--- src/rtl/map_pkg.sv ---
// Shared definitions for the lane mapper pair (transmit forward map and
// receive reverse map): FSM state type, default fill words and the per-byte
// bit permutations.
package map_pkg;

  typedef enum logic {
    TRAIN = 1'b0,
    RUN   = 1'b1
  } state_t;

  localparam logic [31:0] TRAIN_WORD_DEF = 32'hA5A5_5A5A;
  localparam logic [31:0] IDLE_WORD_DEF  = 32'hBCBC_BCBC;

  // Forward permutation of one byte (transmit side).
  function automatic logic [7:0] fwd_map_byte(input logic [7:0] b);
    logic [7:0] o;
    o[7] = b[0];
    o[6] = b[4];
    o[5] = b[1];
    o[4] = b[5];
    o[3] = b[2];
    o[2] = b[6];
    o[1] = b[3];
    o[0] = b[7];
    return o;
  endfunction

  // Reverse permutation of one byte (receive side); exact inverse of fwd_map_byte.
  function automatic logic [7:0] rev_map_byte(input logic [7:0] b);
    logic [7:0] o;
    o[0] = b[7];
    o[4] = b[6];
    o[1] = b[5];
    o[5] = b[4];
    o[2] = b[3];
    o[6] = b[2];
    o[3] = b[1];
    o[7] = b[0];
    return o;
  endfunction

  function automatic logic [31:0] fwd_map(input logic [31:0] w);
    logic [31:0] o;
    for (int unsigned i = 0; i < 4; i++) begin
      o[i*8 +: 8] = fwd_map_byte(w[i*8 +: 8]);
    end
    return o;
  endfunction

  function automatic logic [31:0] rev_map(input logic [31:0] w);
    logic [31:0] o;
    for (int unsigned i = 0; i < 4; i++) begin
      o[i*8 +: 8] = rev_map_byte(w[i*8 +: 8]);
    end
    return o;
  endfunction

endpackage

--- src/rtl/map_tx_fifo.sv ---
// Small synchronous FIFO for host words. Writes are ignored when full and
// reads when empty; head word is presented combinationally on rdata.
module map_tx_fifo #(
  parameter int unsigned DEPTH = 4,
  parameter int unsigned WIDTH = 32
) (
  input  logic             clk,
  input  logic             rst,
  input  logic             push,
  input  logic             pop,
  input  logic [WIDTH-1:0] wdata,
  output logic [WIDTH-1:0] rdata,
  output logic             full,
  output logic             empty
);

  localparam int unsigned AW = (DEPTH > 1) ? $clog2(DEPTH) : 1;

  logic [WIDTH-1:0] mem [DEPTH];
  logic [AW-1:0]    wr_ptr;
  logic [AW-1:0]    rd_ptr;
  logic [AW:0]      count;
  logic             do_push;
  logic             do_pop;

  assign full    = (count == (AW+1)'(DEPTH));
  assign empty   = (count == '0);
  assign do_push = push && !full;
  assign do_pop  = pop && !empty;
  assign rdata   = mem[rd_ptr];

  // Storage write; contents need no reset since pointers define validity.
  always_ff @(posedge clk) begin
    if (do_push) begin
      mem[wr_ptr] <= wdata;
    end
  end

  // Pointer and occupancy tracking; pointers wrap naturally (power-of-2 depth).
  always_ff @(posedge clk) begin
    if (rst) begin
      wr_ptr <= '0;
      rd_ptr <= '0;
      count  <= '0;
    end else begin
      if (do_push) begin
        wr_ptr <= wr_ptr + AW'(1);
      end
      if (do_pop) begin
        rd_ptr <= rd_ptr + AW'(1);
      end
      case ({do_push, do_pop})
        2'b10:   count <= count + (AW+1)'(1);
        2'b01:   count <= count - (AW+1)'(1);
        default: count <= count;
      endcase
    end
  end

endmodule

--- src/rtl/map_tx.sv ---
// Transmit lane mapper: buffers host words, emits one mapped word per clock
// (training, data or idle fill) to the 32-bit serializer.
// Optional statistics counters are built when MAP_TX_STATS_EN is defined.
module map_tx
  import map_pkg::*;
#(
  parameter int unsigned FIFO_DEPTH = 4,
  parameter int unsigned TRAIN_LEN  = 16,
  parameter logic [31:0] TRAIN_WORD = TRAIN_WORD_DEF,
  parameter logic [31:0] IDLE_WORD  = IDLE_WORD_DEF
) (
  input  logic        clk,
  input  logic        rst,
  input  logic [31:0] din,
  input  logic        din_valid,
  output logic        din_ready,
  input  logic        bypass,
  input  logic        train_req,
  output logic [31:0] dout,
  output logic        dout_k,
  output logic        training
`ifdef MAP_TX_STATS_EN
  ,
  output logic [31:0] data_cnt,
  output logic [31:0] idle_cnt,
  output logic [15:0] ovf_cnt
`endif
);

  localparam logic [7:0] LAST_CNT = 8'(TRAIN_LEN - 1);

  state_t      state, state_nx;
  logic [7:0]  count, count_nx;
  logic        ready_en;
  logic        push, pop;
  logic        full, empty;
  logic [31:0] head;

  // Selection stage: word chosen by the FSM, mapped into dout on the next edge.
  // This stage gives the two-edge accept-to-output latency.
  logic [31:0] sel_word, sel_word_nx;
  logic        sel_k, sel_k_nx;
  logic        sel_train, sel_train_nx;
  logic        sel_idle, sel_idle_nx;
  logic        mode_q, mode_nx;

  assign din_ready = ready_en && !full;
  assign push      = din_valid && din_ready;

  map_tx_fifo #(
    .DEPTH (FIFO_DEPTH),
    .WIDTH (32)
  ) u_fifo (
    .clk   (clk),
    .rst   (rst),
    .push  (push),
    .pop   (pop),
    .wdata (din),
    .rdata (head),
    .full  (full),
    .empty (empty)
  );

  // Host-side acceptance is held off until the first cycle out of reset.
  always_ff @(posedge clk) begin
    if (rst) begin
      ready_en <= 1'b0;
    end else begin
      ready_en <= 1'b1;
    end
  end

  // FSM state and training counter.
  always_ff @(posedge clk) begin
    if (rst) begin
      state <= TRAIN;
      count <= '0;
    end else begin
      state <= state_nx;
      count <= count_nx;
    end
  end

  // Next-state logic and word selection (training, FIFO head or idle).
  always_comb begin
    state_nx     = state;
    count_nx     = count;
    pop          = 1'b0;
    sel_word_nx  = IDLE_WORD;
    sel_k_nx     = 1'b1;
    sel_train_nx = 1'b0;
    sel_idle_nx  = 1'b0;
    case (state)
      TRAIN: begin
        sel_word_nx  = TRAIN_WORD;
        sel_train_nx = 1'b1;
        if (train_req) begin
          count_nx = '0;
        end else if (count == LAST_CNT) begin
          state_nx = RUN;
          count_nx = '0;
        end else begin
          count_nx = count + 8'd1;
        end
      end
      RUN: begin
        if (train_req) begin
          // Leaving RUN: hold the FIFO and send fill so queued data follows training.
          state_nx    = TRAIN;
          count_nx    = '0;
          sel_idle_nx = 1'b1;
        end else if (!empty) begin
          pop         = 1'b1;
          sel_word_nx = head;
          sel_k_nx    = 1'b0;
        end else begin
          sel_idle_nx = 1'b1;
        end
      end
      default: begin
        state_nx = TRAIN;
        count_nx = '0;
      end
    endcase
  end

  // Selection stage register.
  always_ff @(posedge clk) begin
    if (rst) begin
      sel_word  <= '0;
      sel_k     <= 1'b1;
      sel_train <= 1'b1;
      sel_idle  <= 1'b0;
    end else begin
      sel_word  <= sel_word_nx;
      sel_k     <= sel_k_nx;
      sel_train <= sel_train_nx;
      sel_idle  <= sel_idle_nx;
    end
  end

  // Mode only follows bypass on fill words, so data bursts never change mode.
  always_comb begin
    mode_nx = sel_k ? bypass : mode_q;
  end

  // Output register: apply the mapper in the selected mode.
  always_ff @(posedge clk) begin
    if (rst) begin
      dout     <= '0;
      dout_k   <= 1'b1;
      training <= 1'b1;
      mode_q   <= 1'b0;
    end else begin
      dout     <= mode_nx ? sel_word : fwd_map(sel_word);
      dout_k   <= sel_k;
      training <= sel_train;
      mode_q   <= mode_nx;
    end
  end

`ifdef MAP_TX_STATS_EN
  // Saturating statistics; only rst clears them.
  always_ff @(posedge clk) begin
    if (rst) begin
      data_cnt <= '0;
      idle_cnt <= '0;
      ovf_cnt  <= '0;
    end else begin
      if (!sel_k && (data_cnt != '1)) begin
        data_cnt <= data_cnt + 32'd1;
      end
      if (sel_idle && (idle_cnt != '1)) begin
        idle_cnt <= idle_cnt + 32'd1;
      end
      if (din_valid && !din_ready && (ovf_cnt != '1)) begin
        ovf_cnt <= ovf_cnt + 16'd1;
      end
    end
  end
`endif

endmodule

--- config.mk ---
export PLATFORM = sky130hd
export DESIGN_NAME = map_tx
export DESIGN_NICKNAME = d
export VERILOG_FILES = /design/src/rtl/map_pkg.sv /design/src/rtl/map_tx_fifo.sv /design/src/rtl/map_tx.sv
export SDC_FILE = /design/constraint.sdc
export NUM_CORES = 1
export LEC_CHECK = 0
export CAP_MARGIN = 20
export CORE_ASPECT_RATIO = 2
export CORE_MARGIN = 3
export CORE_UTILIZATION = 25
export CTS_CLUSTER_DIAMETER = 200
export DETAILED_ROUTE_END_ITERATION = 10
export GPL_ROUTABILITY_DRIVEN = 0
export HOLD_SLACK_MARGIN = 0.05
export PLACE_DENSITY = 0.54
export SKIP_CTS_REPAIR_TIMING = 1
export SLEW_MARGIN = 0
export SYNTH_ARGS = -nofsm -noshare
export SYNTH_HDL_FRONTEND = slang
export SYNTH_SLANG_ARGS = --single-unit
--- constraint.sdc ---
create_clock -name clk -period 2.3 [get_ports clk]
set_input_delay 0.345 -clock clk [delete_from_list [all_inputs] [get_ports clk]]
set_output_delay 0.345 -clock clk [all_outputs]
set_load 0.1 [all_outputs]
==> out/metrics.cfg <==
[pwr]
combPwrFrac=0.062
power.share.switching=0.215
power_mw=7.96
p_int_mw=6.25
p_sw_mw=1.71
p_leak_nw=3.31
vdd_drop_max_v=0.000350
p_seq_frac=0.531
clkPwrFrac=0.407
power_density_mw_per_mm2=833

[clock_network]
cts.path.max_buffers=3
cts_buffers=20
cts_tree=yes
cts.sink_count=216
clk_pin_slew_ns=0.06
clkLatencyLatePin_ns=0.50
cts_root_buffer=clkbuf_16
htreeDepth=1

[outcome]
status=finished, final reports clean

[routing]
vias=4172
wl_mm=15.6
dr.pass1.iters=4
wl_per_cell_um=15.8
drtIter0Drc=219
antenna_left=0
via_per_inst=4.22
drc=0

[placed_design]
dp_hpwl_mm=11.0
buffer_ports.inserted=71
dp.cells=953

[min_path]
hold_path.class=input port to flop
hold_end=ready_en
holdPathStages=2
min-delay-start=rst

[critical_path]
rr_endpoint=u_fifo.count[2]
end_kind=flop
rr_worst_depth=8
path_class=flop to flop
crit_fanout=4
rrSetupSlack_ns=0.22
worst_r2r_startpoint=u_fifo.count[2]
arrival_ns=2.51
required_ns=2.72
startpoint_type=flop

[synth]
synth_area_leaders=edfxtp_1 50%, dfxtp_1 23%, mux4_2 9.4%
ys_warn_count=0
mappedNetlistArea_mm2=0.00770
netlist_top_cells_count=128 x edfxtp_1, 88 x dfxtp_1, 76 x nand2_1
yosysTopAreaCellShare=0.499
syn_inst=522
synth_top_area_cell=edfxtp_1
synth_cell_types=33
yosysMostFrequentCell=edfxtp_1
synth_ff_type=edfxtp_1
syn_area_per_cell_um2=14.7
syn_nets=566
synth_edf_count=128
seq_area_frac_synth=0.728
synthArstFlopShare=0
ys_ff_latch=216

[die]
rows=90
ios=72
die_y_um=254
core_area_mm2=0.0303
dieArea_mm2=0.0331
dieWidth_um=130
start_util=0.254

[global_routing]
grt_pass1_vias=4403
grt_max_degree=51
grt_overflow=0
grt_pass1_wl_mm=24.6
antenna_found_initial=0
gr-usage-all-layers=0.0978

[sta]
final.min_clock_period_ns=2.08
rsz0062_at_grt=no
timing.final.crit_share=0.906
skew_ns=0.00980
hold_viol=0
setup_viol=0
finalSetupTns_ns=0
relSlewSlack=0.627
worstMarginPinSlew_ns=0.556
max_freq_mhz=480
slew_viol_final=0

[finish]
antenna_cells=0
fin_cells=989
nNetsFinal=651
drive_above_1_share=0.213
area_growth_pct=24.1

[run]
maxCapViolations=0

registers in the layout (all words and copies together), names as in the netlist, named ones only:
signal	cells
u_fifo.mem	128
dout	32
u_fifo.wr_ptr	2
sel_k	1
ready_en	1
mode_q	1
sel_train	1
u_fifo.count	3
state	1
training	1
dout_k	1
u_fifo.rd_ptr	2
count	8
sel_word	32
stage by stage:
step                      utilization  cell area (µm²)  setup slack (ns)  hold WS (ns)
after floorplan                     -             7710            0.0359         0.389
after global placement          0.293             8890           -0.0240         0.394
after detailed placement        0.293             8890           -0.0927         0.398
after CTS                       0.315             9550             0.146         0.149
after global routing            0.315             9550            0.0400         0.182
final                           0.315             9550             0.217         0.162
placed cells by master (no fill, tap or decap), types with 2 or more instances in the layout:
master             n
a21oi_1           52
nor2b_1            2
nand2_1           76
or2_2              5
ha_1               6
and3_1             6
nor4_1             2
dfxtp_1           87
or3_1              2
nand3_1            4
mux4_2            32
xnor2_1            5
clkbuf_16         23
clkbuf_1           2
and3_2             4
clkdlybuf4s50_1   35
mux2i_1            2
edfxtp_1         128
clkbuf_8           3
buf_4             47
clkinv_2           2
o21ai_0            4
xor2_1             4
clkinv_1           5
buf_12             6
inv_1             21
nor2_1            40
kinds of logic after synthesis:
kind of cell    synth area share
flops                      0.728
xor+xnor                  0.0102
simple gates              0.0798
compound gates            0.0458
buf+inv                   0.0247
fa+ha+maj                 0.0124
mux                       0.0990
power by group through the flow:
stage / clock network [mW] / registers [mW] / logic [mW]
after floorplan: 0 / 4.45 / 0.157
after global placement: 0 / 4.31 / 0.499
after detailed placement: 0 / 4.31 / 0.503
after CTS: 3.36 / 4.22 / 0.504
after global routing: 3.51 / 4.23 / 0.534
final: 3.24 / 4.22 / 0.495
layer usage:
metal  GRT usage  share of wire  vias to the layer above
met3      0.0172          0.048                       26
met4      0.0458          0.031                        0
met2       0.187           0.57                       79
met5           0              0                        -
met1      0.0999           0.35                     2031
li1            -              -                     2036
worst max-delay path by stage:
stage,cells past startpoint,slack (ns),start,endpoint
after global placement,8,-0.02,train_req,u_fifo.count[2]
after detailed placement,8,-0.09,train_req,u_fifo.count[2]
after floorplan,9,0.04,state,u_fifo.count[2]
after global routing,8,0.04,u_fifo.count[2],u_fifo.count[2]
after CTS,8,0.15,u_fifo.count[0],u_fifo.count[2]
final,8,0.22,u_fifo.count[2],u_fifo.count[2]
worst max-delay path, stage by stage (launching register included):
cell and delay, ns:
dfxtp_1 0.36, inv_1 0.08, o311ai_2 0.31, ha_1 0.23, inv_1 0.06, fa_1 0.37, xor2_1 0.15, or3_1 0.31
a21oi_1 0.15
area by class of cell:
| cell class | count | area, µm² |
|---|---|---|
| clock buffers | 28 | 624 |
| clock inverters | 8 | 37.5 |
| fillers | 2962 | 20700 |
| inverters | 21 | 78.8 |
| multi-input cells | 259 | 1920 |
| flip-flops and latches | 216 | 5610 |
| well taps | 368 | 460 |
| repair buffers | 89 | 828 |
(Power assumes the default switching activity.)
